$ cat src/rtl/move_scheduler_pkg.sv
// -----------------------------------------------------------------------------
// move_scheduler_pkg
// Shared game constants: direction codes used by both the move scheduler and
// the collision checker, the scheduler FSM state type, and small helpers for
// button decoding and saturating position steps.
// -----------------------------------------------------------------------------
package move_scheduler_pkg;

  // Direction codes. Horizontal and vertical axes share the same encoding:
  // 1 means "towards larger coordinate" and 2 means "towards smaller".
  localparam logic [1:0] DIR_NONE  = 2'd0;
  localparam logic [1:0] DIR_RIGHT = 2'd1;
  localparam logic [1:0] DIR_LEFT  = 2'd2;
  localparam logic [1:0] DIR_DOWN  = 2'd1;
  localparam logic [1:0] DIR_UP    = 2'd2;

  localparam logic [9:0] POS_MAX = 10'h3FF;

  typedef enum logic [3:0] {
    S_IDLE    = 4'd0,
    S_X_CLR   = 4'd1,
    S_X_START = 4'd2,
    S_X_WAIT  = 4'd3,
    S_X_APPLY = 4'd4,
    S_Y_CLR   = 4'd5,
    S_Y_START = 4'd6,
    S_Y_WAIT  = 4'd7,
    S_Y_APPLY = 4'd8
  } state_t;

  // Decode one axis from its two opposing buttons; both or neither -> NONE.
  function automatic logic [1:0] dir_decode(input logic inc_btn, input logic dec_btn);
    logic [1:0] dir;
    case ({inc_btn, dec_btn})
      2'b10:   dir = DIR_RIGHT;
      2'b01:   dir = DIR_LEFT;
      default: dir = DIR_NONE;
    endcase
    return dir;
  endfunction

  // Move a coordinate by step in the given direction, clamping to [0, POS_MAX].
  function automatic logic [9:0] step_pos(input logic [9:0] pos,
                                          input logic [1:0] dir,
                                          input logic [9:0] step);
    logic [10:0] sum;
    logic [9:0]  res;
    sum = {1'b0, pos} + {1'b0, step};
    case (dir)
      DIR_RIGHT: res = sum[10] ? POS_MAX : sum[9:0];
      DIR_LEFT:  res = (pos < step) ? 10'd0 : (pos - step);
      default:   res = pos;
    endcase
    return res;
  endfunction

endpackage

$ cat src/rtl/move_scheduler_if.sv
// -----------------------------------------------------------------------------
// move_scheduler_if
// Link between the move scheduler (master) and the collision checker (slave).
//   lim_rst_n  master->slave  active-low restart of the checker
//   lim_start  master->slave  one-cycle check start
//   lim_l_r    master->slave  horizontal direction under test
//   lim_u_d    master->slave  vertical direction under test
//   x_pos      master->slave  current player x (top-left pixel)
//   y_pos      master->slave  current player y (top-left pixel)
//   lim_done   slave->master  check finished, sticky until lim_rst_n pulse
//   lim_valid  slave->master  verdict, meaningful while lim_done=1
// -----------------------------------------------------------------------------
interface move_scheduler_if;
  logic       lim_rst_n;
  logic       lim_start;
  logic [1:0] lim_l_r;
  logic [1:0] lim_u_d;
  logic [9:0] x_pos;
  logic [9:0] y_pos;
  logic       lim_done;
  logic       lim_valid;

  modport master (
    output lim_rst_n, lim_start, lim_l_r, lim_u_d, x_pos, y_pos,
    input  lim_done, lim_valid
  );

  modport slave (
    input  lim_rst_n, lim_start, lim_l_r, lim_u_d, x_pos, y_pos,
    output lim_done, lim_valid
  );
endinterface

$ cat src/rtl/move_scheduler.sv
// -----------------------------------------------------------------------------
// move_scheduler
// On each frame tick, samples the direction buttons and asks the collision
// checker about the x move, then the y move, committing each accepted move to
// the player position. Rejected or timed-out moves leave the position alone and
// flag the axis in blocked.
// Ports:
//   clk        system clock
//   rst        asynchronous active-low reset
//   tick       one-cycle frame strobe (ignored while busy)
//   btn_*      level movement requests
//   lim        checker link (master side), also carries x_pos / y_pos
//   busy       high whenever the FSM is not in IDLE
//   blocked    bit0: last x attempt failed, bit1: last y attempt failed
// -----------------------------------------------------------------------------
module move_scheduler
  import move_scheduler_pkg::*;
#(
  parameter logic [9:0] X_INIT  = 10'd150,
  parameter logic [9:0] Y_INIT  = 10'd70,
  parameter logic [9:0] STEP    = 10'd1,
  parameter logic [5:0] TIMEOUT = 6'd40
) (
  input  logic                    clk,
  input  logic                    rst,
  input  logic                    tick,
  input  logic                    btn_left,
  input  logic                    btn_right,
  input  logic                    btn_up,
  input  logic                    btn_down,
  move_scheduler_if.master        lim,
  output logic                    busy,
  output logic [1:0]              blocked
);

  state_t     r_state;
  logic [1:0] r_dx;
  logic [1:0] r_dy;
  logic [5:0] r_cnt;
  logic       r_ok;
  logic [9:0] r_x_pos;
  logic [9:0] r_y_pos;
  logic       r_lim_rst_n;
  logic       r_lim_start;
  logic [1:0] r_lim_l_r;
  logic [1:0] r_lim_u_d;
  logic       r_busy;
  logic [1:0] r_blocked;

  logic [1:0] w_dx;
  logic [1:0] w_dy;
  logic       w_wait_exit;

  assign w_dx = dir_decode(btn_right, btn_left);
  assign w_dy = dir_decode(btn_down, btn_up);

  // The wait ends on the checker's done flag or after TIMEOUT cycles in WAIT.
  assign w_wait_exit = lim.lim_done | ((r_cnt + 6'd1) == TIMEOUT);

  // Scheduler FSM; every output is a register updated with the state.
  always_ff @(posedge clk or negedge rst) begin
    if (!rst) begin
      r_state     <= S_IDLE;
      r_dx        <= DIR_NONE;
      r_dy        <= DIR_NONE;
      r_cnt       <= 6'd0;
      r_ok        <= 1'b0;
      r_x_pos     <= X_INIT;
      r_y_pos     <= Y_INIT;
      r_lim_rst_n <= 1'b0;
      r_lim_start <= 1'b0;
      r_lim_l_r   <= DIR_NONE;
      r_lim_u_d   <= DIR_NONE;
      r_busy      <= 1'b0;
      r_blocked   <= 2'b00;
    end else begin
      // Strobes default inactive; only CLR/START entries pulse them.
      r_lim_rst_n <= 1'b1;
      r_lim_start <= 1'b0;
      case (r_state)
        S_IDLE: begin
          if (tick) begin
            r_dx <= w_dx;
            r_dy <= w_dy;
            if (w_dx != DIR_NONE) begin
              r_state     <= S_X_CLR;
              r_busy      <= 1'b1;
              r_lim_rst_n <= 1'b0;
              r_lim_l_r   <= w_dx;
              r_lim_u_d   <= DIR_NONE;
            end else if (w_dy != DIR_NONE) begin
              r_state     <= S_Y_CLR;
              r_busy      <= 1'b1;
              r_lim_rst_n <= 1'b0;
              r_lim_l_r   <= DIR_NONE;
              r_lim_u_d   <= w_dy;
            end else begin
              r_state <= S_IDLE;
            end
          end else begin
            r_state <= S_IDLE;
          end
        end

        S_X_CLR: begin
          r_state     <= S_X_START;
          r_lim_start <= 1'b1;
        end

        S_X_START: begin
          r_state <= S_X_WAIT;
          r_cnt   <= 6'd0;
        end

        S_X_WAIT: begin
          if (w_wait_exit) begin
            r_state <= S_X_APPLY;
            // A timeout has lim_done low, so it is treated as a rejection.
            r_ok    <= lim.lim_done & lim.lim_valid;
          end else begin
            r_cnt <= r_cnt + 6'd1;
          end
        end

        S_X_APPLY: begin
          if (r_ok) begin
            r_x_pos      <= step_pos(r_x_pos, r_dx, STEP);
            r_blocked[0] <= 1'b0;
          end else begin
            r_blocked[0] <= 1'b1;
          end
          if (r_dy != DIR_NONE) begin
            r_state     <= S_Y_CLR;
            r_lim_rst_n <= 1'b0;
            r_lim_l_r   <= DIR_NONE;
            r_lim_u_d   <= r_dy;
          end else begin
            r_state   <= S_IDLE;
            r_busy    <= 1'b0;
            r_lim_l_r <= DIR_NONE;
            r_lim_u_d <= DIR_NONE;
          end
        end

        S_Y_CLR: begin
          r_state     <= S_Y_START;
          r_lim_start <= 1'b1;
        end

        S_Y_START: begin
          r_state <= S_Y_WAIT;
          r_cnt   <= 6'd0;
        end

        S_Y_WAIT: begin
          if (w_wait_exit) begin
            r_state <= S_Y_APPLY;
            r_ok    <= lim.lim_done & lim.lim_valid;
          end else begin
            r_cnt <= r_cnt + 6'd1;
          end
        end

        S_Y_APPLY: begin
          if (r_ok) begin
            r_y_pos      <= step_pos(r_y_pos, r_dy, STEP);
            r_blocked[1] <= 1'b0;
          end else begin
            r_blocked[1] <= 1'b1;
          end
          r_state   <= S_IDLE;
          r_busy    <= 1'b0;
          r_lim_l_r <= DIR_NONE;
          r_lim_u_d <= DIR_NONE;
        end

        default: begin
          r_state   <= S_IDLE;
          r_busy    <= 1'b0;
          r_lim_l_r <= DIR_NONE;
          r_lim_u_d <= DIR_NONE;
        end
      endcase
    end
  end

  assign lim.lim_rst_n = r_lim_rst_n;
  assign lim.lim_start = r_lim_start;
  assign lim.lim_l_r   = r_lim_l_r;
  assign lim.lim_u_d   = r_lim_u_d;
  assign lim.x_pos     = r_x_pos;
  assign lim.y_pos     = r_y_pos;
  assign busy          = r_busy;
  assign blocked       = r_blocked;

endmodule

$ cat src/flat_wrapper.sv
// flat-port wrapper written by rule: the top's interface ports become plain ports
module move_scheduler_flat import move_scheduler_pkg::*;
#(
  parameter logic [9:0] X_INIT  = 10'd150,
  parameter logic [9:0] Y_INIT  = 10'd70,
  parameter logic [9:0] STEP    = 10'd1,
  parameter logic [5:0] TIMEOUT = 6'd40
)
  (clk, rst, tick, btn_left, btn_right, btn_up, btn_down, busy, blocked, lim_lim_rst_n, lim_lim_start, lim_lim_l_r, lim_lim_u_d, lim_x_pos, lim_y_pos, lim_lim_done, lim_lim_valid);
  move_scheduler_if lim_i ();
  input  logic clk;
  input  logic rst;
  input  logic tick;
  input  logic btn_left;
  input  logic btn_right;
  input  logic btn_up;
  input  logic btn_down;
  output logic busy;
  output logic [1:0] blocked;
  output wire logic [$bits(lim_i.lim_rst_n)-1:0] lim_lim_rst_n;
  output wire logic [$bits(lim_i.lim_start)-1:0] lim_lim_start;
  output wire logic [$bits(lim_i.lim_l_r)-1:0] lim_lim_l_r;
  output wire logic [$bits(lim_i.lim_u_d)-1:0] lim_lim_u_d;
  output wire logic [$bits(lim_i.x_pos)-1:0] lim_x_pos;
  output wire logic [$bits(lim_i.y_pos)-1:0] lim_y_pos;
  input wire logic [$bits(lim_i.lim_done)-1:0] lim_lim_done;
  input wire logic [$bits(lim_i.lim_valid)-1:0] lim_lim_valid;
  assign lim_lim_rst_n = lim_i.lim_rst_n;
  assign lim_lim_start = lim_i.lim_start;
  assign lim_lim_l_r = lim_i.lim_l_r;
  assign lim_lim_u_d = lim_i.lim_u_d;
  assign lim_x_pos = lim_i.x_pos;
  assign lim_y_pos = lim_i.y_pos;
  assign lim_i.lim_done = lim_lim_done;
  assign lim_i.lim_valid = lim_lim_valid;
  move_scheduler #(.X_INIT(X_INIT), .Y_INIT(Y_INIT), .STEP(STEP), .TIMEOUT(TIMEOUT)) u_core (.clk(clk), .rst(rst), .tick(tick), .btn_left(btn_left), .btn_right(btn_right), .btn_up(btn_up), .btn_down(btn_down), .lim(lim_i), .busy(busy), .blocked(blocked));
endmodule
$ cat config.mk
export PLATFORM = sky130hd
export DESIGN_NAME = move_scheduler_flat
export DESIGN_NICKNAME = d
export VERILOG_FILES = /design/src/rtl/move_scheduler_pkg.sv /design/src/rtl/move_scheduler_if.sv /design/src/rtl/move_scheduler.sv /design/src/flat_wrapper.sv
export SDC_FILE = /design/constraint.sdc
export NUM_CORES = 1
export LEC_CHECK = 0
export CORE_MARGIN = 2
export CORE_UTILIZATION = 40
export CTS_BUF_LIST = sky130_fd_sc_hd__clkbuf_2
export DETAILED_ROUTE_END_ITERATION = 16
export MAX_ROUTING_LAYER = met4
export PLACE_DENSITY = 0.65
export SYNTH_ARGS = -nofsm -noshare
export SYNTH_HDL_FRONTEND = slang
export SYNTH_SLANG_ARGS = --single-unit
$ cat constraint.sdc
create_clock -name clk -period 6 [get_ports clk]
set_input_delay 0.9 -clock clk [delete_from_list [all_inputs] [get_ports clk]]
set_output_delay 0.9 -clock clk [all_outputs]
set_load 0.01 [all_outputs]
==> metrics.cfg, run 1 <==
[yosys]
ys_types=61
synth_nets=385
netlist_area_um2=3080
ys.flop_type=dfrtp_1
synth_edf_count=0
synth-seq-area-share_pct=36.1
yosys_warnings=0
syn_inst=363
async_reset_ff_share_pct=100
syn_area_per_cell_um2=8.48
ys_seq_elements=44

[routing]
ant_nets=0
drc_errors=0
avgViaCountPerCell=5.97
vias=2894
first_pass_iters=5
drt_iter0_markers=226
wire_per_inst_um=15.6
routed_wl_mm=7.56

[timing]
drv_slew=0
rsz0062_at_grt=no
setup_viol=0
slew_headroom_pct=30.9
timing.fmax_mhz=359
worst_pin_slew_ps=1030
hold_ws_ps=526
finalHoldViolCount=0
fin_skew_ps=7.12
layout_min_cycle_time_ps=2790
post-route-period-util_pct=46.5
tns_ps=0

[critical_path]
critPathCapture=u_core.lim.y_pos[9]
crit_arrival_ps=3120
rr_worst_depth=5
worstReg2RegStart=u_core.r_state[0]
rr_endpoint=u_core.lim.y_pos[9]
start_kind=register
crit_required_ps=6330
crit_fanout=15
cp-startpoint=u_core.r_state[0]
worstSetupPathType=reg2reg
end_kind=register
worst-r2r-setup-slack_ps=3210

[grt]
grt_overflow=0
grt_max_degree=45
grt_first_pass_wirelength_mm=13.2
first_global_vias=2716
track_usage_pct=19.4
antenna_found_initial=0

[flow_run]
drv_cap=0

[power_and_ir_drop]
intPower_uw=756
leakage_nw=1.43
switchingPower_uw=608
switching_share_pct=44.6
clock_power_share_pct=12.9
seq_power_share_pct=38.6
pwr_density_cell_nw_per_um2=385
p_comb_share_pct=48.5
peakVddDrop_mv=0.250

[die]
die_w_um=91.7
num_rows=31
start_util_pct=41.7
chipHeight_um=91.7
core_um2=7370
io_pins=38
fp.dieArea_um2=8410

[placement]
routabilityCongestion=0.909
port_buffers=37
hpwl_mm=5.26

[finish]
final_cell_mix=dfrtp_1, clkdlybuf4s50_1, o21ai_0
nets=407
fillers=737
regArea_um2=1110
drive_above_1_share_pct=8.03
mostFrequentLayoutCell=dfrtp_1
multi_input_area_um2=1790
area_growth_pct=15.0
diodes=0

[clocking]
cts_resized=0
post_cts_buffers=0
cts_buffers=5
hold_buffers=0
htree_levels=2
cts-root-buf=clkbuf_2
ctsLongestPathBuffers=2
clock-sinks=44
tritoncts=yes
clock_latency_ps=410
clkTransAtPathRegs_ps=240

[min_path]
hold_path.class=reg2reg

[run_status]
run_status=completed

[worst max-delay path, stage by stage (launching register included)]
cell	delay [ps]
dfrtp_1	560
nor3_1	660
nand4_1	650
nor4_1	520
mux2i_1	220
o21ai_0	80
[stage by stage]
step / instances / area (um^2) / util (%) / total power, mW / worst slack, ps
after floorplan: 363 / 3080 / - / 0.965 / 3720
after global placement: 477 / 3470 / 47.1 / 1.17 / 3270
after detailed placement: 477 / 3470 / 47.1 / 1.18 / 3230
after CTS: 485 / 3540 / 48.0 / 1.36 / 3190
after global routing: 485 / 3540 / 48.0 / 1.49 / 2930
final: 485 / 3540 / 48.0 / 1.36 / 3210
[flip-flops by register name, summed over array words and instances (netlist names), 2 cells and up]
signal / flops
u_core.lim.x_pos: 10
u_core.lim.y_pos: 10
u_core.r_cnt: 6
u_core.r_state: 4
u_core.blocked: 2
u_core.lim.lim_l_r: 2
u_core.lim.lim_u_d: 2
u_core.r_dx: 2
u_core.r_dy: 2
[cells by family after synthesis]
family / count (synthesis) / share of synthesized area (%)
muxes: 9 / 3.13
xor gates and xnor gates: 1 / 0.285
AOI/OAI and AO/OA: 117 / 25.7
DFF: 44 / 36.1
adders and majority gates: 13 / 5.29
buffers and inverters: 44 / 5.69
and+or+nand+nor: 135 / 23.9
[metal layers]
| metal | vias up | GRT usage (%) | wire length [um] |
|---|---|---|---|
| li1 | 1416 | - | - |
| met1 | 1395 | 27.6 | 3700 |
| met2 | 79 | 29.0 | 3540 |
| met3 | 4 | 3.04 | 295 |
| met4 | 0 | 5.35 | 31 |
| met5 | - | - | 0 |
[cell usage after synthesis (3+ instances only)]
cell type,instances,share of area (%)
a211o_1,5,1.4
a211oi_1,5,1.2
a21boi_0,3,0.73
a21o_1,4,0.98
a21oi_1,21,3.4
a22o_1,3,0.85
a31oi_1,9,1.8
a41oi_1,3,0.85
and2_1,3,0.61
and3_1,5,1.0
and4_1,4,1.1
clkbuf_1,19,2.3
dfrtp_1,37,30
dfstp_2,7,6.0
ha_1,13,5.3
inv_1,22,2.7
mux2_2,5,1.8
mux2i_1,4,1.3
nand2_1,27,3.3
nand2b_1,5,1.0
nand3_1,24,3.9
nand4_1,10,2.0
nor2_1,21,2.6
nor2b_1,3,0.61
nor3_1,11,1.8
nor4_1,7,1.4
o21a_1,3,0.73
o21ai_0,28,4.6
o22ai_1,6,1.2
o311ai_0,3,0.85
or3_1,3,0.61
[area by class of cell]
cell class	instances	area share, %
Clock buffer	6	0.849
Tap cell	99	3.50
Multi-Input combinational cell	275	50.6
Timing Repair Buffer	37	10.3
Clock inverter	2	0.990
Inverter	22	2.33
Sequential cell	44	31.4
[power groups by stage]
stage | Combinational (mW) | Clock [mW] | Sequential [mW]
floorplan | 0.481 | 0 | 0.484
global placement | 0.643 | 0 | 0.529
detailed placement | 0.654 | 0 | 0.529
CTS | 0.659 | 0.180 | 0.524
global route | 0.741 | 0.197 | 0.547
finish | 0.661 | 0.176 | 0.527
[worst min path at each step]
| stage | start | to | slack [ps] | cells past startpoint |
|---|---|---|---|---|
| after floorplan | u_core.r_dx[0] | u_core.r_dx[0] | 480 | 1 |
| after global placement | u_core.blocked[1] | u_core.blocked[1] | 470 | 2 |
| after detailed placement | u_core.blocked[1] | u_core.blocked[1] | 480 | 2 |
| after CTS | u_core.blocked[1] | u_core.blocked[1] | 530 | 2 |
| after global routing | u_core.r_dx[0] | u_core.r_dx[0] | 570 | 1 |
| final | u_core.blocked[1] | u_core.blocked[1] | 530 | 2 |
No activity file was read; power rests on OpenSTA's default activity.
==> inputs of run 2 (changes only) <==
--- a/config.mk
+++ b/config.mk
@@ -10,7 +10,7 @@
 export CTS_BUF_LIST = sky130_fd_sc_hd__clkbuf_2
 export DETAILED_ROUTE_END_ITERATION = 16
 export MAX_ROUTING_LAYER = met4
-export PLACE_DENSITY = 0.65
+export PLACE_DENSITY = 0.67
 export SYNTH_ARGS = -nofsm -noshare
 export SYNTH_HDL_FRONTEND = slang
 export SYNTH_SLANG_ARGS = --single-unit
==> constraint.sdc (replaced) <==
create_clock -name clk -period 2.4 [get_ports clk]
set_input_delay 0.36 -clock clk [delete_from_list [all_inputs] [get_ports clk]]
set_output_delay 0.36 -clock clk [all_outputs]
set_load 0.01 [all_outputs]
==> run 2 against run 1 <==
  * Register-to-register slack lost 3000 ps
  * Via count is 5.8% higher
  * Global-route usage rose by 0.27 points
  * Sequential share of layout area shrank 1.6 points
  * Worst hold slack got worse by 150 ps
  * Final cell count up 3.9%
  * Routed wire length increased by 4.9%
  * Critical endpoint is now u_core.lim.x_pos[8]
==> metrics.cfg, run 2 (synthesized netlist as in run 1, its figures left out) <==
[run_status]
run_status=completed

[critical_path]
start_kind=register
worstReg2RegStart=u_core.r_state[0]
cp_cell_sequence=or4b_4 -> or3b_4 -> or3_4 -> nor4b_2 -> a211o_1
cp_slowest_stage_delay_ps=570  ; -90 ps
crit_required_ps=2770  ; -3560 ps
cp-startpoint=u_core.r_state[0]
crit_fanout=5  ; -10
critical_path.top_delay_family=simple AND/OR/NAND/NOR gates
rr_worst_depth=5  ; unchanged
rr_endpoint=u_core.lim.x_pos[8]
crit_arrival_ps=2590  ; -530 ps
slowest_stage=or4b_4
worstSetupPathType=reg2reg
end_kind=register
cp.buffers_inverters=0  ; unchanged
worst-r2r-setup-slack_ps=180  ; -3040 ps

[placement]
routabilityCongestion=0.899  ; -1.1%
port_buffers=37  ; unchanged
hpwl_mm=5.62  ; +6.8%
dpl-instance-area_um2=3620  ; +4.3%

[routing]
first_pass_iters=4  ; -1
wire_per_inst_um=15.7  ; +0.91%
avgViaCountPerCell=6.08  ; +1.8%
vias=3062  ; +5.8%
drc_errors=0  ; unchanged
routed_wl_mm=7.93  ; +4.9%
ant_nets=0  ; unchanged
drt_iter0_markers=263  ; +16%

[timing]
worst_pin_slew_ps=749  ; -285 ps
layout_min_cycle_time_ps=2220  ; -564 ps
setup_viol=0  ; unchanged
drv_slew=0  ; unchanged
fin_skew_ps=27.3  ; +20.2 ps
finalHoldViolCount=0  ; unchanged
timing.fmax_mhz=450  ; +25%
tns_ps=0  ; unchanged
post-route-period-util_pct=92.6  ; +46 points
rsz0062_at_grt=no
slew_headroom_pct=49.4  ; +18 points

[clocking]
htree_levels=2  ; unchanged
post_cts_buffers=0  ; unchanged
cts-root-buf=clkbuf_2
tritoncts=yes
clkTransAtPathRegs_ps=260  ; +20 ps
clock-sinks=44  ; unchanged
cts_buffers=5  ; unchanged
clock_latency_ps=430  ; +20 ps
ctsLongestPathBuffers=2  ; unchanged

[finish]
design_area_um2=3730  ; +5.3%
drive_above_1_share_pct=12.3  ; +4.3 points
area_growth_pct=21.1
final_cell_mix=dfrtp_1, clkdlybuf4s50_1, o21ai_0
mostFrequentLayoutCell=dfrtp_1
diodes=0  ; unchanged
nets=426  ; +4.7%

[grt]
track_usage_pct=19.7  ; +0.27 points
antenna_found_initial=0  ; unchanged
grt_overflow=0  ; unchanged
first_global_vias=2811  ; +3.5%
grt_max_degree=45  ; unchanged
grt_first_pass_wirelength_mm=13.4  ; +1.6%

[power_and_ir_drop]
pwr_density_cell_nw_per_um2=992  ; +160%
leakage_nw=1.54  ; +7.8%
peakVddDrop_mv=0.454  ; +82%

[die]
fp.dieArea_um2=8410  ; unchanged
core_um2=7370  ; unchanged
io_pins=38  ; unchanged
die_w_um=91.7  ; unchanged
chipHeight_um=91.7  ; unchanged
num_rows=31  ; unchanged
start_util_pct=41.7  ; unchanged

[flow_run]
drv_cap=0  ; unchanged

[min_path]
hold_path.class=in2async

-- run 2: cell count changes in the layout (fill, tap and decap cells not counted), sizes merged --
cell,before,now
buf,1,19
bufinv,1,2
clkinv,1,0
dlygate4sd3,0,1
-- run 2: through the flow --
step           cells  utilization, %  power, mW  worst slack (ps)  hold WS [ps]
2_1_floorplan    363               -       2.41               116          64.4
3_3_place_gp     495            49.1       3.09               236           362
3_5_place_dp     495            49.1       3.13               151           363
4_1_cts          504            50.5       3.68               118           378
5_1_grt          504            50.6       3.98              34.4           393
6_report         504            50.6       3.70               177           378
-- run 2: power by group --
group          internal (mW)  total [mW]  switching (mW)
logic                  0.862        1.91            1.05
registers              0.981        1.24           0.258
clock network          0.285       0.549           0.264
total                   2.13        3.70            1.57
-- run 2: layer usage --
layer	vias to the layer above	global-route usage, %	part of all wire [%]
met3	10	3.04	6.1
met4	0	6.09	1.3
met1	1487	26.7	46
met5	-	-	0
li1	1454	-	-
met2	111	30.6	47
-- run 2: layout make-up --
cell class              count  area (um^2)
fillers                   722         3640
multi-input cells         275         1800
flip-flops and latches     44         1110
repair buffers             56          523
well taps                  99          124
inverters                  22         82.6
clock inverters             2         60.1
clock buffers               6         30.0
-- run 2: worst max-delay path by stage --
stage               cells past startpoint  slack [ps]               endpoint
finish                                  5         180    u_core.lim.x_pos[8]
global route                            7          30    u_core.lim.x_pos[5]
CTS                                     7         120    u_core.lim.x_pos[5]
detailed placement                      7         150  u_core.lim.lim_u_d[0]
global placement                        7         240  u_core.lim.lim_u_d[1]
floorplan                               8         120    u_core.lim.y_pos[5]
-- run 2: worst reg2reg max path, delay by kind of cell (launching register included) --
| kind | cells | cell delay, ps |
|---|---|---|
| compound gates | 1 | 130 |
| simple gates | 4 | 1590 |
| flops | 1 | 440 |
-- run 2: what timing repair did --
| action | in CTS | in global routing |
|---|---|---|
| setup endpoints to repair | 0 | 2 |
| hold buffers | 1 | 0 |
| gates resized for setup | 0 | 2 |
| endpoints found under the hold margin | 37 | 0 |
